$ cat config.mk
export PLATFORM = sky130hd
export DESIGN_NAME = jam_search
export DESIGN_NICKNAME = d
export VERILOG_FILES = /design/src/rtl/jam_search.sv
export SDC_FILE = /design/constraint.sdc
export NUM_CORES = 1
export LEC_CHECK = 0
export ABC_AREA = 1
export BUFFER_PORTS_ARGS = -buffer_cell sky130_fd_sc_hd__buf_2
export CAP_MARGIN = 25
export CORE_ASPECT_RATIO = 0.7
export CORE_MARGIN = 5
export CORE_UTILIZATION = 46
export DETAILED_ROUTE_END_ITERATION = 8
export MAX_ROUTING_LAYER = met4
export PLACE_DENSITY_LB_ADDON = 0.15
export RECOVER_POWER = 50
export SYNTH_ARGS = -nofsm -noshare
export SYNTH_HDL_FRONTEND = slang
export SYNTH_SLANG_ARGS = --single-unit
$ cat constraint.sdc
create_clock -name CLK -period 6 [get_ports CLK]
set_clock_uncertainty 0.15 [all_clocks]
set_input_delay 1.5 -clock CLK [delete_from_list [all_inputs] [get_ports CLK]]
set_output_delay 1.5 -clock CLK [all_outputs]
set_load 0.01 [all_outputs]
$ cat src/rtl/jam_search.sv
// jam_search: exhaustive job-assignment search over all N! permutations in
// lexicographic order, reporting the best total, its multiplicity and the first best permutation.
module jam_search #(
  parameter int N   = 8,
  parameter int CW  = 7,
  parameter int SW  = 10,
  parameter int MCW = 16
) (
  input  logic           CLK,
  input  logic           RST_N,
  input  logic           START,
  input  logic           MODE,
  output logic [2:0]     W,
  output logic [2:0]     J,
  input  logic [CW-1:0]  Cost,
  output logic           BUSY,
  output logic           Valid,
  output logic [SW-1:0]  BestCost,
  output logic [MCW-1:0] MatchCount,
  output logic [3*N-1:0] BestPerm
);
  typedef enum logic [1:0] {IDLE, ACC, EVAL, DONE} state_t;

  state_t         r_state;
  logic           r_mode, r_first, r_busy, r_valid;
  logic [2:0]     r_k, r_w, r_j;
  logic [SW-1:0]  r_acc, r_best, r_best_out;
  logic [MCW-1:0] r_count, r_count_out;
  logic [3*N-1:0] r_perm, r_bperm, r_bperm_out;

  logic [3*N-1:0] w_ident, w_swap, w_next, w_bperm_n;
  logic           w_last, w_better, w_equal;
  logic [2:0]     w_pval, w_sval, w_jnext;
  int             w_piv, w_swp;
  logic [SW-1:0]  w_best_n;
  logic [MCW-1:0] w_count_n;

  always_comb begin
    for (int i = 0; i < N; i++) w_ident[3*i +: 3] = 3'(i);
  end

  // Next permutation: rightmost ascent is the pivot, swap it with the rightmost larger
  // element of the (descending) suffix, then reverse that suffix. No ascent means last one.
  always_comb begin
    w_last = 1'b1;
    w_piv  = 0;
    for (int i = 0; i < N-1; i++)
      if (r_perm[3*i +: 3] < r_perm[3*(i+1) +: 3]) begin
        w_piv  = i;
        w_last = 1'b0;
      end
    w_pval = '0;
    for (int i = 0; i < N; i++) if (i == w_piv) w_pval = r_perm[3*i +: 3];
    w_swp = w_piv;
    for (int i = 0; i < N; i++) if (i > w_piv && r_perm[3*i +: 3] > w_pval) w_swp = i;
    w_sval = '0;
    for (int i = 0; i < N; i++) if (i == w_swp) w_sval = r_perm[3*i +: 3];
    for (int i = 0; i < N; i++)
      w_swap[3*i +: 3] = (i == w_piv) ? w_sval : (i == w_swp) ? w_pval : r_perm[3*i +: 3];
    w_next = w_swap;
    for (int i = 0; i < N; i++)
      for (int m = 0; m < N; m++)
        if (i > w_piv && m == N + w_piv - i) w_next[3*i +: 3] = w_swap[3*m +: 3];
  end

  always_comb begin
    w_jnext = '0;
    for (int i = 0; i < N; i++) if (3'(i) == r_k + 3'd1) w_jnext = r_perm[3*i +: 3];
  end

  // The first permutation always wins so best/count never compare against stale values.
  always_comb begin
    w_equal   = (r_acc == r_best);
    w_better  = r_first || (r_mode ? (r_acc > r_best) : (r_acc < r_best));
    w_best_n  = r_best;
    w_count_n = r_count;
    w_bperm_n = r_bperm;
    if (w_better) begin
      w_best_n  = r_acc;
      w_count_n = MCW'(1);
      w_bperm_n = r_perm;
    end else if (w_equal && r_count != '1) begin
      w_count_n = r_count + MCW'(1);
    end
  end

  always_ff @(posedge CLK or negedge RST_N) begin
    if (!RST_N) begin
      r_state     <= IDLE;
      r_mode      <= 1'b0;
      r_first     <= 1'b0;
      r_busy      <= 1'b0;
      r_valid     <= 1'b0;
      r_k         <= '0;
      r_w         <= '0;
      r_j         <= '0;
      r_acc       <= '0;
      r_best      <= '0;
      r_count     <= '0;
      r_perm      <= w_ident;
      r_bperm     <= w_ident;
      r_best_out  <= '0;
      r_count_out <= '0;
      r_bperm_out <= w_ident;
    end else begin
      r_valid <= 1'b0;
      case (r_state)
        IDLE: if (START) begin
          r_mode  <= MODE;
          r_perm  <= w_ident;
          r_k     <= '0;
          r_acc   <= '0;
          r_first <= 1'b1;
          r_busy  <= 1'b1;
          r_w     <= '0;
          r_j     <= '0;
          r_state <= ACC;
        end
        ACC: begin
          r_acc <= r_acc + SW'(Cost);
          if (r_k == 3'(N-1)) begin
            r_w     <= '0;
            r_j     <= '0;
            r_state <= EVAL;
          end else begin
            r_k <= r_k + 3'd1;
            r_w <= r_k + 3'd1;
            r_j <= w_jnext;
          end
        end
        EVAL: begin
          r_first <= 1'b0;
          r_best  <= w_best_n;
          r_count <= w_count_n;
          r_bperm <= w_bperm_n;
          if (w_last) begin
            r_best_out  <= w_best_n;
            r_count_out <= w_count_n;
            r_bperm_out <= w_bperm_n;
            r_valid     <= 1'b1;
            r_state     <= DONE;
          end else begin
            r_perm  <= w_next;
            r_k     <= '0;
            r_acc   <= '0;
            r_w     <= '0;
            r_j     <= w_next[2:0];
            r_state <= ACC;
          end
        end
        DONE: begin
          r_busy  <= 1'b0;
          r_state <= IDLE;
        end
        default: r_state <= IDLE;
      endcase
    end
  end

  assign W          = r_w;
  assign J          = r_j;
  assign BUSY       = r_busy;
  assign Valid      = r_valid;
  assign BestCost   = r_best_out;
  assign MatchCount = r_count_out;
  assign BestPerm   = r_bperm_out;
endmodule

==> impl_metrics.prom, run 1 <==
# TYPE chip_impl_metric gauge
chip_impl_info{name="status",value="finished, violations left"} 1
chip_impl_info{name="failed_checks",value="max-capacitance violations, max-slew violations"} 1
chip_impl_info{name="grt_setup_unrepaired",value="true"} 1
chip_impl_info{name="worst_path_dominant_cell_family",value="simple AND/OR/NAND/NOR gates"} 1
chip_impl_metric{name="io-pin-count",unit=""} 69
chip_impl_metric{name="grt_remaining_overflow",unit=""} 0
chip_impl_metric{name="hold_buffers",unit=""} 0
chip_impl_metric{name="nets",unit=""} 1806
chip_impl_metric{name="synth_fp_nets",unit=""} 1601
chip_impl_metric{name="area_growth_syn_to_layout",unit="%"} 26.5
chip_impl_info{name="tritoncts",value="done"} 1
chip_impl_metric{name="dp.cells",unit=""} 1991
chip_impl_metric{name="yosys_warnings",unit=""} 0
chip_impl_metric{name="ir_drop",unit="mV"} 0.231
chip_impl_metric{name="gp_congestion",unit=""} 1.15
chip_impl_metric{name="timing_hold_violations_final",unit=""} 0
chip_impl_metric{name="report.final.setup_viol",unit=""} 0
chip_impl_info{name="critical_path.startpoint_type",value="flip-flop"} 1
chip_impl_metric{name="clk_pin_slew_worst_paths",unit="ns"} 0.06
chip_impl_metric{name="ff_latch_area",unit="sq mm"} 0.00377
chip_impl_metric{name="crit_path_max_fanout",unit=""} 6
chip_impl_metric{name="synth_area_per_cell",unit="sq um"} 7.03
chip_impl_metric{name="antenna_violating_nets_post_route",unit=""} 0
chip_impl_metric{name="postRouteWirelength",unit="microns"} 39100
chip_impl_metric{name="setup_tns",unit="ns"} 0
chip_impl_info{name="critPathCaptureType",value="flip-flop"} 1
chip_impl_metric{name="drtIter0Drc",unit=""} 1533
chip_impl_info{name="worst-setup-path-type",value="flip-flop to flip-flop"} 1
chip_impl_metric{name="largest_net_degree_at_the_start_of_global_routing",unit=""} 110
chip_impl_metric{name="drt-wirelength-per-cell",unit="microns"} 19.0
chip_impl_metric{name="final.period_utilization",unit="%"} 98.3
chip_impl_metric{name="first_pass_grt_wire_length",unit="microns"} 58500
chip_impl_metric{name="fmax",unit="MHz"} 170
chip_impl_metric{name="die-height",unit="microns"} 138
chip_impl_metric{name="layout_min_cycle_time",unit="ns"} 5.90
chip_impl_metric{name="avgViaCountPerCell",unit=""} 5.76
chip_impl_metric{name="row_count",unit=""} 46
chip_impl_info{name="prevailing_post_synth_register_cell",value="dfrtp_1"} 1
chip_impl_metric{name="timing.critical_path.arrival",unit="ns"} 6.06
chip_impl_info{name="crit_top_cell",value="nand2_1"} 1
chip_impl_metric{name="max_slew_headroom_at_the_worst_pin",unit="%"} -51.4
chip_impl_info{name="highest_count_cells_in_the_layout_ignoring_fill_and_taps",value="411 x nand2_1, 211 x o21ai_0, 162 x inv_1"} 1
chip_impl_metric{name="detail_route.first_pass.iterations",unit=""} 8
chip_impl_metric{name="yosysSeqAreaShare",unit="%"} 35.1
chip_impl_metric{name="start_util",unit="%"} 47.0
chip_impl_info{name="worst_hold_path_type",value="flip-flop to flip-flop"} 1
chip_impl_metric{name="port_buf_inserts",unit=""} 68
chip_impl_info{name="clk_root_buffer_cell",value="clkbuf_16"} 1
chip_impl_metric{name="num_vias",unit=""} 11859
chip_impl_metric{name="p_leak",unit="nW"} 6.63
chip_impl_metric{name="grt_use_total",unit="%"} 29.4
chip_impl_metric{name="detailedPlacementHpwl",unit="microns"} 28900
chip_impl_metric{name="layout.filler_cells",unit=""} 2059
chip_impl_metric{name="clock-sinks",unit=""} 149
chip_impl_metric{name="multi_input_gate_area_in_the_final_layout",unit="sq mm"} 0.00645
chip_impl_metric{name="die_span_in_x",unit="microns"} 193
chip_impl_metric{name="synthesis.area",unit="sq mm"} 0.0107
chip_impl_metric{name="core-area",unit="sq mm"} 0.0228
chip_impl_metric{name="antenna_found_initial",unit=""} 1
chip_impl_metric{name="cts-htree-levels",unit=""} 4
chip_impl_metric{name="finalPower",unit="mW"} 2.93
chip_impl_metric{name="postSynth.asyncResetShare",unit="%"} 100
chip_impl_metric{name="worst_max_slew_pin_slew",unit="ns"} 2.27
chip_impl_metric{name="number_of_cells_in_the_finished_layout_apart_from_fillers",unit=""} 2059
chip_impl_metric{name="tritoncts.num_buffers",unit=""} 17
chip_impl_metric{name="cp.buffers_inverters",unit=""} 10
chip_impl_info{name="crit_slowest_cell",value="dfstp_2"} 1
chip_impl_metric{name="ys_types",unit=""} 53
chip_impl_metric{name="residual_drc",unit=""} 0
chip_impl_metric{name="die_area",unit="sq mm"} 0.0266
chip_impl_metric{name="final-max-slew-violation-count",unit=""} 136
chip_impl_metric{name="clkLatencyLatePin",unit="ns"} 0.43
chip_impl_metric{name="crit_required",unit="ns"} 6.16
chip_impl_metric{name="drv.max_cap_violation_count",unit=""} 2
chip_impl_metric{name="cts_max_path_buffers",unit=""} 2
chip_impl_metric{name="ys_ff_latch",unit=""} 149
chip_impl_metric{name="vias_in_the_first_global_route",unit=""} 10452
chip_impl_metric{name="synth_enable_flop_cells",unit=""} 0
chip_impl_metric{name="layout-drive-gt1-share",unit="%"} 25.8
chip_impl_metric{name="synth_cells",unit=""} 1528
chip_impl_metric{name="worst_path_largest_cell_delay",unit="ns"} 0.59
chip_impl_metric{name="power-per-cell-area",unit="mW/mm^2"} 215
chip_impl_info{name="final_common_cell",value="nand2_1"} 1
[synth_stat cells, types with 4 or more instances]
| library cell | instances | area share [%] |
|---|---|---|
| clkbuf_1 | 40 | 1.4 |
| a31oi_1 | 6 | 0.35 |
| inv_1 | 175 | 6.1 |
| nor3_1 | 21 | 0.98 |
| clkinv_1 | 5 | 0.17 |
| xor2_1 | 10 | 0.81 |
| inv_2 | 23 | 0.80 |
| o21ai_2 | 6 | 0.49 |
| nor2_4 | 4 | 0.42 |
| nand2_2 | 17 | 0.99 |
| nor2_1 | 67 | 2.3 |
| o21ai_0 | 216 | 10 |
| nand2_4 | 8 | 0.84 |
| o21bai_1 | 5 | 0.35 |
| o211ai_1 | 21 | 1.5 |
| a21oi_1 | 60 | 2.8 |
| o22ai_1 | 10 | 0.58 |
| o21ai_1 | 13 | 0.61 |
| ha_1 | 61 | 7.1 |
| nand3_2 | 8 | 0.74 |
| nand3_1 | 94 | 4.4 |
| o221ai_1 | 7 | 0.57 |
| nand2_1 | 431 | 15 |
| dfstp_2 | 36 | 8.8 |
| xnor2_1 | 5 | 0.41 |
| dfrtp_1 | 113 | 26 |
| nand4_1 | 27 | 1.6 |
[worst register-to-register path, delay by kind of cell (launching register included)]
kind	cells	cell delay [ns]
AND/OR/NAND/NOR	28	2.40
AO/OA/AOI/OAI	7	1.13
buffers and inverters	10	0.92
adder cells (fa/ha/maj)	3	0.60
flip-flops	1	0.59
[routing by layer]
layer,vias to the layer above,global-route usage [%],wire length [microns]
li1,5490,-,-
met1,5491,42.5,17300
met2,758,37.8,15200
met3,120,12.5,5600
met4,0,6.14,994
met5,-,-,0
[state kept, by name (all words and copies together) (netlist names)]
name and count:
Valid 1, BestCost 10, W 3, r_first 1, BestPerm 24, BUSY 1, r_mode 1, MatchCount 16
r_state 2, r_best 10, J 3, r_perm 24, r_count 16, r_bperm 24, r_k 3, r_acc 10
[kinds of logic after synthesis]
group                      count (synthesis)  share of synthesized area, %
DFF                                      149                          35.1
adders and majority gates                 62                          7.29
buffers and inverters                    248                          8.89
AOI/OAI and AO/OA                        363                          18.8
and+or+nand+nor                          691                          28.7
xor gates and xnor gates                  15                          1.22
[worst paths after layout]
check                                    from             to  slack (ns)  depth (start not counted)
worst min-delay path            MatchCount[9]  MatchCount[9]        0.33                          2
min in group asynchronous               RST_N    BestCost[8]        1.07                          1
max in group asynchronous               RST_N      r_perm[8]        1.82                          2
worst max register to register     r_perm[17]     r_perm[18]        0.10                         48
worst min register to register  MatchCount[9]  MatchCount[9]        0.33                          2
worst max-delay path               r_perm[17]     r_perm[18]        0.10                         48
[what timing repair did]
| item | CTS | global route |
|---|---|---|
| endpoints found under the setup margin | 23 | 27 |
| resized for setup | 7 | 106 |
| buffers inserted | 5 | 29 |
| pin swaps | 3 | 44 |
| endpoints found under the hold margin | 0 | 0 |
[layout make-up]
type                            instances  area share [%]
Tap cell                              312            2.87
Clock inverter                         13            1.10
Clock buffer                           19            3.26
Multi-Input combinational cell       1131            47.4
Timing Repair Buffer                  230            11.8
Antenna cell                            1          0.0184
Inverter                              204            5.73
Sequential cell                       149            27.8
[power by group]
group / internal, mW / switching [mW] / total [mW]
Clock: 0.629 / 0.449 / 1.08
Sequential: 1.16 / 0.0811 / 1.24
Combinational: 0.210 / 0.402 / 0.612
[through the flow]
stage	hold WS (ns)	area [sq um]	util [%]	setup WS, ns
after CTS	0.334	12900	56.6	0.0148
after global placement	0.309	12300	53.7	-0.215
final	0.329	13600	59.5	0.101
after global routing	0.343	13600	59.5	-0.177
after floorplan	0.298	10700	-	0.0619
after detailed placement	0.318	12300	53.7	-0.251
Note: power is estimated with default switching activity, not from simulation.
==> run 2, diff against run 1 <==
- CORE_MARGIN: 5 -> 3
- RECOVER_POWER: 50 -> 25
==> run 2 against run 1 <==
Effect of this change: the run still ends with max-capacitance violations, max-slew violations left; count of clock-buffer cells in the layout rose by 2; combinational power barely moved; design area rose by 7.7%; die area fell by 4.9%; routed wire length rose by 18%; setup slack got worse by 0.049 ns; cell count rose by 4.5%; highest routed layer unchanged.
==> impl_metrics.prom, run 2 (synthesis results as in run 1) <==
# TYPE chip_impl_metric gauge
chip_impl_info{name="worst-setup-path-type",value="flip-flop to flip-flop"} 1
chip_impl_metric{name="area_growth_syn_to_layout",unit="%"} 36.2
chip_impl_metric{name="num_vias",unit=""} 12455
chip_impl_metric{name="drv.max_cap_violation_count",unit=""} 1
chip_impl_metric{name="worst_path_largest_cell_delay",unit="ns"} 0.37
chip_impl_metric{name="drt-wirelength-per-cell",unit="microns"} 21.4
chip_impl_metric{name="clkLatencyLatePin",unit="ns"} 0.44
chip_impl_metric{name="p_leak",unit="nW"} 7.17
chip_impl_metric{name="detail_route.first_pass.iterations",unit=""} 5
chip_impl_metric{name="report.final.setup_viol",unit=""} 0
chip_impl_metric{name="ir_drop",unit="mV"} 0.222
chip_impl_metric{name="max_slew_headroom_at_the_worst_pin",unit="%"} -152
chip_impl_metric{name="io-pin-count",unit=""} 69
chip_impl_info{name="crit_top_cell",value="buf_4"} 1
chip_impl_metric{name="avgViaCountPerCell",unit=""} 5.79
chip_impl_info{name="worst_hold_path_type",value="flip-flop to flip-flop"} 1
chip_impl_metric{name="residual_drc",unit=""} 0
chip_impl_info{name="tritoncts",value="done"} 1
chip_impl_metric{name="antenna_violating_nets_post_route",unit=""} 0
chip_impl_metric{name="timing.critical_path.arrival",unit="ns"} 6.13
chip_impl_metric{name="clock-sinks",unit=""} 149
chip_impl_info{name="critical_path.startpoint_type",value="flip-flop"} 1
chip_impl_metric{name="die-height",unit="microns"} 134
chip_impl_metric{name="row_count",unit=""} 46
chip_impl_metric{name="crit_required",unit="ns"} 6.19
chip_impl_metric{name="start_util",unit="%"} 47.2
chip_impl_info{name="failed_checks",value="max-capacitance violations, max-slew violations"} 1
chip_impl_metric{name="cts-htree-levels",unit=""} 4
chip_impl_metric{name="layout_min_cycle_time",unit="ns"} 5.95
chip_impl_metric{name="core-area",unit="sq mm"} 0.0228
chip_impl_metric{name="antenna_cells_inserted",unit=""} 0
chip_impl_metric{name="finalPower",unit="mW"} 2.90
chip_impl_metric{name="postRouteWirelength",unit="microns"} 46000
chip_impl_metric{name="crit_path_max_fanout",unit=""} 7
chip_impl_metric{name="first_pass_grt_wire_length",unit="microns"} 66900
chip_impl_info{name="highest_count_cells_in_the_layout_ignoring_fill_and_taps",value="396 x nand2_1, 230 x buf_4, 205 x o21ai_0"} 1
chip_impl_info{name="grt_setup_unrepaired",value="true"} 1
chip_impl_metric{name="nets",unit=""} 1899
chip_impl_metric{name="worst_max_slew_pin_slew",unit="ns"} 3.78
chip_impl_metric{name="gp_congestion",unit=""} 1.14
chip_impl_metric{name="detailedPlacementHpwl",unit="microns"} 34800
chip_impl_metric{name="tritoncts.num_buffers",unit=""} 17
chip_impl_info{name="clk_root_buffer_cell",value="clkbuf_16"} 1
chip_impl_metric{name="vias_in_the_first_global_route",unit=""} 11061
chip_impl_info{name="status",value="finished, violations left"} 1
chip_impl_metric{name="grt_remaining_overflow",unit=""} 0
chip_impl_info{name="critPathCaptureType",value="flip-flop"} 1
chip_impl_metric{name="hold_buffers",unit=""} 0
chip_impl_metric{name="final-max-slew-violation-count",unit=""} 79
chip_impl_metric{name="power-per-cell-area",unit="mW/mm^2"} 198
chip_impl_metric{name="antenna_found_initial",unit=""} 0
chip_impl_metric{name="largest_net_degree_at_the_start_of_global_routing",unit=""} 102
chip_impl_metric{name="die_span_in_x",unit="microns"} 189
chip_impl_metric{name="die_area",unit="sq mm"} 0.0253
chip_impl_info{name="final_common_cell",value="nand2_1"} 1
chip_impl_info{name="crit_slowest_cell",value="dfrtp_1"} 1
chip_impl_metric{name="clk_pin_slew_worst_paths",unit="ns"} 0.06
chip_impl_metric{name="layout-drive-gt1-share",unit="%"} 31.9
chip_impl_metric{name="timing_hold_violations_final",unit=""} 0
chip_impl_metric{name="grt_use_total",unit="%"} 36.1
chip_impl_metric{name="cts_max_path_buffers",unit=""} 2
chip_impl_metric{name="final.period_utilization",unit="%"} 99.1
chip_impl_metric{name="drtIter0Drc",unit=""} 1437
chip_impl_metric{name="fmax",unit="MHz"} 168
chip_impl_metric{name="port_buf_inserts",unit=""} 68
chip_impl_metric{name="whs",unit="ns"} 0.331
## run 2: changes by cell type in the layout (fill, tap and decap cells not counted), moves of 9 or more
cell     delta
buf_4      +81
nand3_2    +13
ha_1        -9
buf_6       +9
nand3_1    -13
nand2_1    -15
## run 2: power by group
part           internal, mW  switching, mW
Clock                 0.603          0.439
Combinational         0.212          0.402
Sequential             1.16         0.0821
Total                  1.97          0.924
## run 2: path summary, 6_finish.rpt
| kind | startpoint | depth (start not counted) | slack [ns] | endpoint |
|---|---|---|---|---|
| max | r_perm[8] | 38 | 0.05 | r_perm[14] |
| min | MatchCount[7] | 2 | 0.33 | MatchCount[7] |
| max reg2reg | r_perm[8] | 38 | 0.05 | r_perm[14] |
| min reg2reg | MatchCount[7] | 2 | 0.33 | MatchCount[7] |
| max in group asynchronous | RST_N | 1 | 0.84 | r_perm[11] |
| min in group asynchronous | RST_N | 1 | 2.41 | MatchCount[9] |
## run 2: layout make-up
class                           count  area (sq um)
Clock buffer                       21           470
Clock inverter                     11           101
Fill cell                        2018          8150
Inverter                          204           793
Multi-Input combinational cell   1131          6720
Sequential cell                   149          3780
Tap cell                          312           390
Timing Repair Buffer              323          2380
## run 2: per-layer routing
layer  vias to the layer above  GRT usage (%)  part of all wire (%)
li1                       5679              -                     -
met1                      5947           54.6                    46
met2                       738           43.6                    37
met3                        91           15.3                    15
met4                         0           7.11                   1.9
met5                         -              -                     0
## run 2: critical path: cells and delay by family (launching register included)
kind / cells / cell delay, ns
compound gates: 10 / 1.69
simple gates: 13 / 1.49
buf+inv: 12 / 1.45
fa+ha+maj: 3 / 0.71
flops: 1 / 0.37
## run 2: stage by stage
stage / cells / worst slack, ns / util, % / setup TNS (ns) / area [sq um]
3_3_place_gp: 2046 / -0.948 / 55.7 / -17.63 / 12700
2_1_floorplan: 1528 / 0.0619 / - / 0 / 10700
6_report: 2151 / 0.0517 / 64.2 / 0 / 14600
4_1_cts: 2107 / 0.0163 / 59.6 / 0 / 13600
5_1_grt: 2151 / -0.158 / 64.2 / -2.25 / 14600
3_5_place_dp: 2046 / -0.841 / 55.7 / -15.02 / 12700
## run 2: what timing repair did
action                                  CTS  global route
setup buffers                            29            46
pin swaps                                12            96
resized for setup                        24           177
endpoints found under the setup margin   27            26
